==> config.mk <==
export PLATFORM = sky130hd
export DESIGN_NAME = dac_spi_serializer
export DESIGN_NICKNAME = d
export VERILOG_FILES = /design/src/rtl/dac_spi_serializer.sv
export SDC_FILE = /design/constraint.sdc
export NUM_CORES = 1
export LEC_CHECK = 0
export CORE_ASPECT_RATIO = 0.9
export CORE_MARGIN = 2
export CORE_UTILIZATION = 40
export DETAILED_ROUTE_END_ITERATION = 8
export PLACE_DENSITY_LB_ADDON = 0.2
export SLEW_MARGIN = 20
export SYNTH_ARGS = -nofsm -noshare
export SYNTH_HDL_FRONTEND = slang
export SYNTH_SLANG_ARGS = --single-unit
export TNS_END_PERCENT = 1
==> constraint.sdc <==
create_clock -name clk -period 2 [get_ports clk]
set_input_delay 0.2 -clock clk [delete_from_list [all_inputs] [get_ports clk]]
set_output_delay 0.2 -clock clk [all_outputs]
set_load 0.02 [all_outputs]
==> src/rtl/dac_spi_serializer.sv <==
// Serialises one {CTRL, sample} word per accepted start into a 16-bit SPI DAC frame.
// SCK idles high, the DAC samples MOSI on the falling edge, and CS stays high for 2*CLK_DIV cycles after each frame.
module dac_spi_serializer #(
  parameter int                             DATA_BIT  = 12,
  parameter int                             FRAME_BIT = 16,
  parameter logic [FRAME_BIT-DATA_BIT-1:0]  CTRL      = '0,
  parameter int                             CLK_DIV   = 1
) (
  input  logic                clk,
  input  logic                rst,
  input  logic [DATA_BIT-1:0] value_in,
  input  logic                start,
  output logic                busy,
  output logic                done,
  output logic                dropped,
  output logic                spi_mosi,
  output logic                spi_sck,
  output logic                spi_cs,
  output logic [1:0]          state_dbg
);

  localparam int HW = $clog2(CLK_DIV + 1);
  localparam int BW = $clog2(FRAME_BIT + 1);
  localparam logic [HW-1:0] DIV_LOAD = HW'(CLK_DIV - 1);
  localparam logic [BW-1:0] BIT_LOAD = BW'(FRAME_BIT - 1);

  typedef enum logic [1:0] {IDLE, SETUP, SHIFT, HOLD} state_t;

  state_t                 state, state_n;
  logic                   phase, phase_n;
  logic [HW-1:0]          half_cnt, half_cnt_n;
  logic [BW-1:0]          bit_cnt, bit_cnt_n;
  logic [FRAME_BIT-2:0]   shreg, shreg_n;
  logic                   cs_n, sck_n, mosi_n, busy_n, done_n;
  logic [FRAME_BIT-1:0]   frame_word;

  assign frame_word = {CTRL, value_in};
  assign state_dbg  = state;

  // Handshake: start is accepted only while busy is low; a start while busy is
  // answered with dropped in the same cycle and otherwise ignored (never queued).
  assign dropped = start & busy;

  always_comb begin
    state_n    = state;
    phase_n    = phase;
    half_cnt_n = half_cnt;
    bit_cnt_n  = bit_cnt;
    shreg_n    = shreg;
    cs_n       = spi_cs;
    sck_n      = spi_sck;
    mosi_n     = spi_mosi;
    busy_n     = busy;
    done_n     = 1'b0;
    case (state)
      IDLE: begin
        if (start) begin
          state_n    = SETUP;
          phase_n    = 1'b0;
          half_cnt_n = DIV_LOAD;
          bit_cnt_n  = BIT_LOAD;
          shreg_n    = frame_word[FRAME_BIT-2:0];
          cs_n       = 1'b0;
          sck_n      = 1'b1;
          mosi_n     = frame_word[FRAME_BIT-1];
          busy_n     = 1'b1;
        end
      end
      SETUP: begin
        if (half_cnt != '0) begin
          half_cnt_n = half_cnt - 1'b1;
        end else begin
          state_n    = SHIFT;
          phase_n    = 1'b0;
          half_cnt_n = DIV_LOAD;
          sck_n      = 1'b0;
        end
      end
      SHIFT: begin
        if (half_cnt != '0) begin
          half_cnt_n = half_cnt - 1'b1;
        end else if (!phase) begin
          // Rising SCK edge: MOSI moves to the next bit, leaving a full half-period of setup.
          phase_n    = 1'b1;
          half_cnt_n = DIV_LOAD;
          sck_n      = 1'b1;
          mosi_n     = shreg[FRAME_BIT-2];
          shreg_n    = shreg << 1;
        end else if (bit_cnt == '0) begin
          state_n    = HOLD;
          phase_n    = 1'b0;
          half_cnt_n = DIV_LOAD;
          cs_n       = 1'b1;
          mosi_n     = 1'b0;
        end else begin
          phase_n    = 1'b0;
          half_cnt_n = DIV_LOAD;
          bit_cnt_n  = bit_cnt - 1'b1;
          sck_n      = 1'b0;
        end
      end
      HOLD: begin
        // Two CLK_DIV-long halves keep the counter within $clog2(CLK_DIV+1) bits.
        if (half_cnt != '0) begin
          half_cnt_n = half_cnt - 1'b1;
        end else if (!phase) begin
          phase_n    = 1'b1;
          half_cnt_n = DIV_LOAD;
        end else begin
          state_n    = IDLE;
          phase_n    = 1'b0;
          half_cnt_n = '0;
          busy_n     = 1'b0;
          done_n     = 1'b1;
        end
      end
      default: state_n = IDLE;
    endcase
  end

  always_ff @(posedge clk or negedge rst) begin
    if (!rst) begin
      state    <= IDLE;
      phase    <= 1'b0;
      half_cnt <= '0;
      bit_cnt  <= '0;
      shreg    <= '0;
      spi_cs   <= 1'b1;
      spi_sck  <= 1'b1;
      spi_mosi <= 1'b0;
      busy     <= 1'b0;
      done     <= 1'b0;
    end else begin
      state    <= state_n;
      phase    <= phase_n;
      half_cnt <= half_cnt_n;
      bit_cnt  <= bit_cnt_n;
      shreg    <= shreg_n;
      spi_cs   <= cs_n;
      spi_sck  <= sck_n;
      spi_mosi <= mosi_n;
      busy     <= busy_n;
      done     <= done_n;
    end
  end

endmodule

==> flow_metrics.tcl <==
set metrics [dict create \
    status "finished, final reports clean" \
    grt_max_degree 29 \
    timing.rr.end "bit_cnt[2]" \
    die_w_um 71.06 \
    dieArea_um2 4573 \
    synth_top_family_by_area "compound AO/OA/AOI/OAI gates" \
    synth_nets 193 \
    antenna_found_initial 0 \
    grt_pass1_wl_um 5768 \
    worst_setup_path_start_kind "flip-flop" \
    hold_path.class "input pin to async pin" \
    place_ws_ns 0.1285 \
    gp_congestion 0.7681 \
    cp_data_required_time_ns 2.16 \
    synth.distinct_cells 42 \
    critPathKind "flip-flop to flip-flop" \
    htree_levels 1 \
    p_total_mw 3.074 \
    routedWlPerCell_um 14.08 \
    fmax_mhz 522.8 \
    numCtsBuffers 3 \
    syn_inst 172 \
    mostFrequentLayoutCells "dfrtp_1 (26), clkdlybuf4s50_1 (22), a21oi_1 (17), nor2_1 (17), mux2i_1 (13)" \
    synth_simple_gate_area_share_pct 15.30 \
    r2r-start "bit_cnt[0]" \
    vias 1335 \
    ir_drop_v 0.0006248 \
    ys.flop_type "dfrtp_1" \
    via_per_inst 5.563 \
    cts.repair.resized 0 \
    cts_sinks 28 \
    finalNetCount 216 \
    place_inst 236 \
    setup-violations-final 0 \
    r2r_slack_ns 0.09 \
    postRouteAntennaNets 0 \
    p_leak_nw 0.8258 \
    crit_end "bit_cnt[2]" \
    end_kind "flip-flop" \
    routed_wl_um 3380 \
    cts-root-buf "clkbuf_8" \
    fin_worst_skew_ns 0.001920 \
    hold_viol_final 0 \
    die_y_um 64.36 \
    cp-startpoint "bit_cnt[0]" \
    p_per_area_nw_per_um2 1550 \
    rows 21 \
    drt_iter0_drc 75 \
    area_delta_synth_final_pct 22.49 \
    synth_xor_area_share_pct 0 \
    cts_setup_buffers 0 \
    crit_fanout 8 \
    grt_use_total_pct 15.81 \
    drv_cap 0 \
    ys_async_sr_fraction_pct 100.0 \
    clk_latency_ns 0.27 \
    stdcell_count 240 \
    rsz0062_at_grt "false" \
    first_pass_iters 4 \
    arrival_ns 2.07 \
    r2r_cells 6 \
    synth_mux_area_share_pct 8.733 \
    path_clk_slew_ns 0.09 \
    io_pins 23 \
    synth_edf_count 0 \
    utilization_pct 52.05 \
    report.final.slew_viol_count 0 \
    clk_path_buf_depth 2 \
    synth-seq-cells 28 \
    slew_headroom_pct 66.62 \
    drive_gt1_share_pct 11.86 \
    ys_seq_area_share_pct 43.43 \
    yosys.area_share.adder_pct 4.637 \
    grt_overflow 0 \
    period_share_pct 95.64 \
    drc 0 \
    port_buffers 22 \
    place_hpwl_um 2380 \
    core_area_um2 3810 \
    worstMarginPinSlew_ns 0.5008 \
    tns_ns 0 \
    cts_tree "yes" \
    antennaDiodeCount 0 \
    cts_hold_buf 0 \
    synth-compound-area-share_pct 21.79 \
    start_util_pct 42.50 \
    final.min_clock_period_ns 1.913 \
    worst_slack_ns 0.08719 \
    yosys_warnings 0 \
    synth.avg_cell_area_um2 9.413 \
    first_global_vias 1276 \
    synthesis.area_um2 1619 \
    mostFrequentLayoutCell "dfrtp_1" \
]
==> how the worst min path moves through the flow <==
stage                      end  cells past startpoint  slack, ns  startpoint
floorplan           bit_cnt[0]                      0       -0.1         rst
global placement    bit_cnt[4]                      1       0.50  bit_cnt[4]
detailed placement  bit_cnt[4]                      1       0.50  bit_cnt[4]
CTS                   shreg[9]                      2       0.31         rst
finish                    done                      2       0.30         rst
global route         shreg[11]                      2       0.32         rst
==> logic make-up after synthesis <==
logic type,after synthesis
compound gates,54
fa+ha+maj,6
buf+inv,21
flops,28
mux,14
simple gates,49
==> layer usage <==
layer,wire length [um],global-route usage (%),vias to the layer above
li1,-,-,664
met3,157,3.943,2
met2,1603,27.45,32
met4,18,2.830,0
met5,0,0,-
met1,1599,20.12,637
==> cells in the mapped netlist, drive strengths merged (2+ instances only) <==
| master | instances | area (um^2) |
|---|---|---|
| o21ai | 10 | 50.05 |
| nand2 | 10 | 37.54 |
| nor3 | 3 | 15.01 |
| nor2b | 6 | 37.54 |
| nand4 | 2 | 12.51 |
| a22oi | 4 | 30.03 |
| ha | 6 | 75.07 |
| nand3b | 2 | 15.01 |
| mux2i | 13 | 130.1 |
| dfstp | 2 | 52.55 |
| o221ai | 2 | 17.52 |
| a21o | 2 | 16.27 |
| buf | 7 | 46.29 |
| clkbuf | 9 | 33.78 |
| a32oi | 2 | 17.52 |
| dfrtp | 26 | 650.6 |
| o31ai | 4 | 30.03 |
| a211oi | 2 | 15.01 |
| a31oi | 3 | 18.77 |
| nor2 | 17 | 63.81 |
| and2 | 4 | 27.53 |
| inv | 5 | 18.77 |
| a21oi | 17 | 85.08 |
==> metrics by stage <==
step	hold WS, ns	area [um^2]
3_3_place_gp	0.5041	1912
2_1_floorplan	-0.09559	1619
5_1_grt	0.3160	1983
6_report	0.3012	1983
4_1_cts	0.3086	1983
3_5_place_dp	0.5028	1912
==> registers in the layout, summed over array words and instances, names as in the netlist <==
register and cells:
bit_cnt 5, busy 1, done 1, phase 1
shreg 15, spi_cs 1, spi_mosi 1, spi_sck 1
state_dbg 2
==> report_power, final <==
group / switching [mW] / internal, mW
Clock: 0.171 / 0.268
Combinational: 0.902 / 0.740
Sequential: 0.171 / 0.822
==> worst max-delay path: stages, from the launching register on <==
cell and delay [ns]:
dfrtp_1 0.41, inv_1 0.09, ha_1 0.18, or4b_1 0.57
and2_4 0.22, a211oi_1 0.26, nor3_1 0.07
==> layout make-up <==
class | count | area [um^2]
flip-flops and latches | 28 | 703.2
clock inverters | 1 | 30.03
clock buffers | 3 | 41.29
well taps | 46 | 57.56
multi-input cells | 123 | 822.0
repair buffers | 34 | 310.3
fillers | 355 | 1827
inverters | 5 | 18.77
Note: power is estimated with default switching activity, not from simulation.
